`config.mk`:
```
export PLATFORM = sky130hd
export DESIGN_NAME = unaligned_access_sequencer
export DESIGN_NICKNAME = d
export VERILOG_FILES = /design/src/rtl/unaligned_access_sequencer.sv
export SDC_FILE = /design/constraint.sdc
export NUM_CORES = 1
export LEC_CHECK = 0
export BUFFER_PORTS_ARGS = -buffer_cell sky130_fd_sc_hd__buf_4
export CORE_UTILIZATION = 50
export DETAILED_ROUTE_END_ITERATION = 8
export PLACE_DENSITY = 0.8
export SLEW_MARGIN = 0
export SYNTH_ARGS = -nofsm -noshare
export SYNTH_HDL_FRONTEND = slang
export SYNTH_SLANG_ARGS = --single-unit
```
`constraint.sdc`:
```
create_clock -name clk -period 4.1 [get_ports clk]
set_input_delay 0.82 -clock clk [delete_from_list [all_inputs] [get_ports clk]]
set_output_delay 0.82 -clock clk [all_outputs]
set_load 0.02 [all_outputs]
```
`src/rtl/unaligned_access_sequencer.sv`:
```
// Splits a byte/half/word access at any byte alignment into one or two accesses on a
// four-lane row-organised RAM, then merges read lanes back into a right-justified response.
module unaligned_access_sequencer #(
    parameter int unsigned ADDR_W = 18
) (
    input  logic              clk,
    input  logic              rst,
    input  logic              req_valid,
    output logic              req_ready,
    input  logic              req_we,
    input  logic [1:0]        req_size,
    input  logic [ADDR_W-1:0] req_addr,
    input  logic [31:0]       req_wdata,
    output logic              rsp_valid,
    input  logic              rsp_ready,
    output logic [31:0]       rsp_rdata,
    output logic              ram_en,
    output logic              ram_we,
    output logic [ADDR_W-3:0] ram_addr,
    output logic [3:0]        ram_be,
    output logic [31:0]       ram_wdata,
    input  logic [31:0]       ram_rdata
);

    localparam int unsigned RowW = ADDR_W - 2;

    typedef enum logic [2:0] {
        StIdle,
        StFirst,
        StSecond,
        StLastRd,
        StResp
    } state_e;

    state_e              state_q, state_d;
    logic                we_q, we_d;
    logic [1:0]          size_q, size_d;
    logic [ADDR_W-1:0]   addr_q, addr_d;
    logic [31:0]         wdata_q, wdata_d;
    logic [31:0]         lo_q, lo_d;
    logic [31:0]         hi_q, hi_d;

    logic [1:0]          offset;
    logic [RowW-1:0]     row;
    logic [RowW-1:0]     row_next;
    logic [3:0]          size_mask;
    logic [7:0]          mask8;
    logic                crossing;
    logic [31:0]         byte_mask;
    logic [63:0]         wdata_dbl;
    logic [31:0]         wdata_rot;
    logic [63:0]         rdata_dbl;
    logic [31:0]         rdata_merged;

    // Request decode, all from the latched request so outputs stay stable per state.
    always_comb begin
        offset   = addr_q[1:0];
        row      = addr_q[ADDR_W-1:2];
        row_next = row + RowW'(1);

        case (size_q)
            2'b00:   size_mask = 4'b0001;
            2'b01:   size_mask = 4'b0011;
            default: size_mask = 4'b1111;
        endcase

        mask8    = {4'b0000, size_mask} << offset;
        crossing = |mask8[7:4];

        byte_mask = {{8{size_mask[3]}}, {8{size_mask[2]}}, {8{size_mask[1]}}, {8{size_mask[0]}}};
    end

    // Lane k carries wdata byte (k - offset) mod 4: a byte-granular left rotate.
    always_comb begin
        wdata_dbl = {wdata_q, wdata_q} << {offset, 3'b000};
        wdata_rot = wdata_dbl[63:32];
    end

    // {hi, lo} viewed as bytes 0..7; response byte i is byte (offset + i) of that pair.
    always_comb begin
        rdata_dbl    = {hi_q, lo_q} >> {offset, 3'b000};
        rdata_merged = rdata_dbl[31:0] & byte_mask;
    end

    always_comb begin
        state_d   = state_q;
        we_d      = we_q;
        size_d    = size_q;
        addr_d    = addr_q;
        wdata_d   = wdata_q;
        lo_d      = lo_q;
        hi_d      = hi_q;

        req_ready = 1'b0;
        rsp_valid = 1'b0;
        rsp_rdata = '0;
        ram_en    = 1'b0;
        ram_we    = 1'b0;
        ram_addr  = '0;
        ram_be    = '0;
        ram_wdata = '0;

        unique case (state_q)
            StIdle: begin
                req_ready = ~rst;
                if (req_valid && !rst) begin
                    we_d    = req_we;
                    size_d  = req_size;
                    addr_d  = req_addr;
                    wdata_d = req_wdata;
                    state_d = StFirst;
                end
            end

            StFirst: begin
                ram_en    = 1'b1;
                ram_we    = we_q;
                ram_addr  = row;
                ram_be    = mask8[3:0];
                ram_wdata = wdata_rot;
                if (crossing) begin
                    state_d = StSecond;
                end else if (we_q) begin
                    state_d = StResp;
                end else begin
                    state_d = StLastRd;
                end
            end

            StSecond: begin
                ram_en    = 1'b1;
                ram_we    = we_q;
                ram_addr  = row_next;
                ram_be    = mask8[7:4];
                ram_wdata = wdata_rot;
                // Read data returned here belongs to the FIRST access.
                lo_d      = ram_rdata;
                state_d   = we_q ? StResp : StLastRd;
            end

            StLastRd: begin
                if (crossing) begin
                    hi_d = ram_rdata;
                end else begin
                    lo_d = ram_rdata;
                end
                state_d = StResp;
            end

            StResp: begin
                rsp_valid = 1'b1;
                rsp_rdata = we_q ? 32'h0 : rdata_merged;
                if (rsp_ready) begin
                    state_d = StIdle;
                end
            end

            default: begin
                state_d = StIdle;
            end
        endcase
    end

    always_ff @(posedge clk or posedge rst) begin
        if (rst) begin
            state_q <= StIdle;
            we_q    <= 1'b0;
            size_q  <= 2'b00;
            addr_q  <= '0;
            wdata_q <= '0;
            lo_q    <= '0;
            hi_q    <= '0;
        end else begin
            state_q <= state_d;
            we_q    <= we_d;
            size_q  <= size_d;
            addr_q  <= addr_d;
            wdata_q <= wdata_d;
            lo_q    <= lo_d;
            hi_q    <= hi_d;
        end
    end

    a_lane_strobe_nonzero: assert property (@(posedge clk) disable iff (rst)
        ram_en |-> (ram_be != 4'b0000));

    a_rsp_held: assert property (@(posedge clk) disable iff (rst)
        (rsp_valid && !rsp_ready) |=> (rsp_valid && $stable(rsp_rdata)));

    a_no_accept_while_responding: assert property (@(posedge clk) disable iff (rst)
        !(req_ready && rsp_valid));

endmodule

```
# Yosys cells after proc, flatten, opt, wreduce, memory -nomap -nowiden
# Index checks and enable logic that the tools add are counted.
[op_classes]
n_eq_ne = 8
n_addsub = 1
n_mux = 17
n_shift = 3
bitwise_logic = 2
n_reduce_logical = 11
[op_table]
columns = ["cell", "n"]
rows = [
  ["two-way mux 32 bit", 4],
  ["one-hot mux 32 bit (2 select lines)", 1],
  ["<< shifter 64 x 5 -> 64 bit", 1],
  [">> shifter 64 x 5 -> 32 bit", 1],
  ["bitwise AND 32 bit", 1],
  ["one-hot mux 16 bit (2 select lines)", 1],
  ["adder 16 x 1 -> 16 bit (second input constant)", 1],
  ["one-hot mux 4 bit (2 select lines)", 2],
  ["one-hot mux 3 bit (5 select lines)", 1],
  ["two-way mux 3 bit", 4],
  ["AND reduction 2 bit", 4],
  ["<< shifter 4 x 2 -> 8 bit", 1],
  ["equality test 3 x 2 -> 1 bit (second input constant)", 2],
  ["!= test 2 bit (second input constant)", 3],
  ["two-way mux 1 bit", 4],
  ["OR reduction 4 bit", 1],
  ["equality test 3 x 1 -> 1 bit (second input constant)", 1],
  ["equality test 3 bit (second input constant)", 1],
  ["logical NOT 3 bit", 1],
  ["equality test 2 x 1 -> 1 bit (second input constant)", 1],
  ["logical NOT 2 bit", 1],
  ["nonzero test 2 bit", 1],
  ["OR reduction 2 bit", 1],
  ["logical AND 1 bit", 1],
  ["other kinds (2)", 2],
]
[word_totals]
ff_bits = 120
wordCells = 49
input_bits = 89
out_inout_bits = 88

# Longest topological paths before layout
[depth]
word_depth = 6
depth_mapped = 7
depth_no_buf = 5

# Worst setup path after synthesis
# Ideal clock, no wire load.
[synth_timing]
path_kind = "flip-flop to output port"
from = "reg state_q[1]"
to = "out ram_be[1]"
setup_slack_ns = 1.554
arrival_ns = 1.726
path_stages_with_launch = 4
n_path_buf = 1
required_ns = 3.280
path_cell_list = "dfrtp_1 -> or3b_2 -> buf_2 -> o32ai_1"
[synth_via]
elab_chain_cells = 2
elab_cells_between_ends = 3
classes_between = "2 x eq/ne; 1 x mux"
[synth_rtl]
columns = ["element", "line", "rtl"]
rows = [
  ["start: declaration", "35", "state_e state_q, state_d;"],
  ["start signal: assignment", "166", "state_q <= StIdle;"],
  ["start signal: assignment", "174", "state_q <= state_d;"],
  ["equality test 3 x 2 -> 1 bit / equality test 3 x 1 -> 1 bit (equally long branches)", "103", "unique case (state_q)"],
  ["one-hot mux 4 bit (2 select lines) *", "103", ""],
  ["end: declaration", "20", "output logic [3:0] ram_be,"],
]
# Mark *: on every way between the ends. The rest lies on a longest branch, timed or not.

# Worst setup path in the final report
[layout_timing]
from = "reg addr_q[0]"
to = "out rsp_rdata[19]"
[layout_via]
elab_chain_cells = 4
[layout_rtl]
columns = ["element", "line", "rtl"]
rows = [
  ["start: declaration", "38", "logic [ADDR_W-1:0] addr_q, addr_d;"],
  ["start signal: assignment", "177", "addr_q <= addr_d;"],
  [">> shifter 64 x 5 -> 32 bit", "81", "rdata_dbl = {hi_q, lo_q} >> {offset, 3'b000};"],
  ["bitwise AND 32 bit", "82", "rdata_merged = rdata_dbl[31:0] & byte_mask;"],
  ["two-way mux 32 bit", "152", "rsp_rdata = we_q ? 32'h0 : rdata_merged;"],
  ["two-way mux 32 bit", "103", ""],
  ["end: declaration", "16", "output logic [31:0] rsp_rdata,"],
]
# No other way between the ends.

==> flow_metrics.tcl <==
set metrics [dict create \
    antenna_found_initial 0 \
    holdPathStages 1 \
    cts.path.max_buffers 2 \
    min_from "hi_q[22]" \
    finalSetupTns_ns 0 \
    place_congestion 0.864 \
    grt-busiest-layer "met2" \
    viasPerCell 5.93 \
    crit_fanout 38 \
    fin_crit_ns 3.25 \
    final_core_util_pct 64.4 \
    p_leak_nw 3.92 \
    layout_common_cells "buf_4, dfrtp_1, mux2_2" \
    worstRegToRegCells 5 \
    synth.avg_cell_area_um2 14.0 \
    n_fill_cell 962 \
    die_h_um 120 \
    worstPathArrival_ns 2.43 \
    maxSlewHeadroom_pct 46.4 \
    detailed_place_hpwl_mm 11.5 \
    fin_cells 837 \
    crit_start "addr_q[0]" \
    synth.area.mux_share_pct 40.2 \
    rows 42 \
    cap_viol_max_count 0 \
    start_util_pct 52.0 \
    place_area_um2 8370 \
    place_inst 822 \
    synth_compound_area_share_pct 4.49 \
    synth.ff_latch_count 112 \
    timing.final.crit_share_pct 79.3 \
    antenna_cells 0 \
    fmax_mhz 308 \
    yosysWarningCount 0 \
    met2_usage_pct 38.2 \
    cts_sinks 112 \
    synthSimpleGateAreaFrac_pct 10.3 \
    cts_tree "built" \
    vias 4961 \
    synth_top_family_by_area "multiplexers" \
    grt.met1_usage_pct 30.9 \
    grt_usage_pct 23.0 \
    rr_startpoint "addr_q[0]" \
    worstMarginPinSlew_ns 0.803 \
    syn-cell-area_um2 6970 \
    critPathRequiredTime_ns 3.28 \
    drc_errors 0 \
    drv_slew 0 \
    power_mw 6.99 \
    cts_resized 0 \
    grt_max_degree 65 \
    worst_slack_ns 0.850 \
    drive_gt1_share_pct 58.5 \
    critPathLaunchType "register" \
    clock-root-buffer "clkbuf_16" \
    final_common_cell "buf_4" \
    cts_setup_buffers 0 \
    wl_mm 15.8 \
    hold_path_class "register to register" \
    fp.dieW_um 120 \
    synth.distinct_cells 47 \
    syn2layout_area_growth_pct 23.8 \
    clk_pin_slew_ns 0.07 \
    postRouteAntennaNets 0 \
    synthAdderAreaFrac_pct 0.180 \
    synth_cells 499 \
    grt_pass1_wl_mm 25.9 \
    io_pins 177 \
    final_nets 747 \
    ys_seq_area_share_pct 40.2 \
    core_area_um2 13400 \
    finalSetupViolations 0 \
    outcome "finished clean" \
    grt_pass1_vias 5027 \
    hold_slack_ns 0.508 \
    grt.overflow.total 0 \
    first_iter_violations 287 \
    irDropWorstVdd_uv 523 \
    final_area_um2 8630 \
    crit_type "register to primary output" \
    hold_violations 0 \
    grt_util_met3_pct 2.66 \
    numCtsBuffers 9 \
    finClkSkew_ns 0.00748 \
    h-tree-depth 3 \
    avgRoutedWirePerCell_um 18.9 \
    cts_hold_buf 0 \
    rsz0062_at_grt "no" \
    p_per_area_nw_per_um2 810 \
    dr.pass1.iters 4 \
    clk_latency_ns 0.33 \
    die_area_um2 14400 \
    endpoint_kind "primary output" \
    place_ws_ns 1.20 \
    yosys.area_share.xor_xnor_pct 0.503 \
    synth_nets 589 \
    io_buffers 176 \
]
-- report_power, final --
group          internal [mW]  switching, mW
sequential              1.65          0.784
clock                  0.411          0.387
combinational           2.29           1.47
-- kinds of logic after synthesis --
family | count (synthesis)
and+or+nand+nor | 117
AOI/OAI and AO/OA | 44
adders and majority gates | 1
buffers and inverters | 46
muxes | 175
xor gates and xnor gates | 4
DFF | 112
-- per-layer routing --
metal / vias to the layer above / routed length (um) / part of all wire, %
met3: 27 / 707 / 4.5
met5: - / 0 / 0
met1: 2558 / 6580 / 42
li1: 2212 / - / -
met2: 164 / 8170 / 52
met4: 0 / 389 / 2.5
-- synth_stat cells (all sizes together) --
library cell	n	share of area (%)
nor2	8	0.50
a21oi	6	0.43
nand3	7	0.50
or3b	3	0.38
o31ai	2	0.22
dfrtp	112	40
and3	18	1.6
o22ai	3	0.27
inv	8	0.43
ha	1	0.18
nand2	12	0.68
nor2b	8	0.72
o21a	2	0.22
o21bai	1	0.27
xnor2	1	0.13
a22o	4	0.50
nor4	4	0.57
nor3	4	0.45
o21ai	16	1.2
a22oi	1	0.11
nand2b	5	0.48
buf	29	3.2
mux4	64	21
and2	41	3.7
o41ai	1	0.23
o32ai	3	0.38
clkbuf	9	0.52
and4	1	0.13
or4	1	0.11
a31oi	5	0.66
xor2	3	0.38
nand4	5	0.45
mux2	109	19
mux2i	2	0.29
-- worst paths after layout --
path	endpoint	slack, ns
setup / recovery	rsp_rdata[19]	0.85
hold / removal	hi_q[22]	0.51
setup reg to reg	lo_q[5]	1.60
hold reg to reg	hi_q[22]	0.51
max in group asynchronous	wdata_q[14]	2.72
min in group asynchronous	state_q[1]	0.65
-- area by class of cell --
cell class	count	area, um2	area share, %
clock inverter	5	32.5	0.377
tap	176	220	2.55
sequential	112	2810	32.6
clock buffer	10	229	2.65
multi-input combinational	341	3880	44.9
timing repair buffer	185	1430	16.5
inverter	8	32.5	0.377
-- sequential cells by signal (all words and copies together) (netlist names) --
signal   count
addr_q      18
hi_q        24
lo_q        32
size_q       2
state_q      3
wdata_q     32
we_q         1
-- critical path, cell delays in order (launching register included) --
cell and delay [ns]:
dfrtp_4 0.82, buf_12 0.33, mux4_2 0.55, and3_1 0.22, buf_4 0.16
Note: power is estimated with default switching activity, not from simulation.
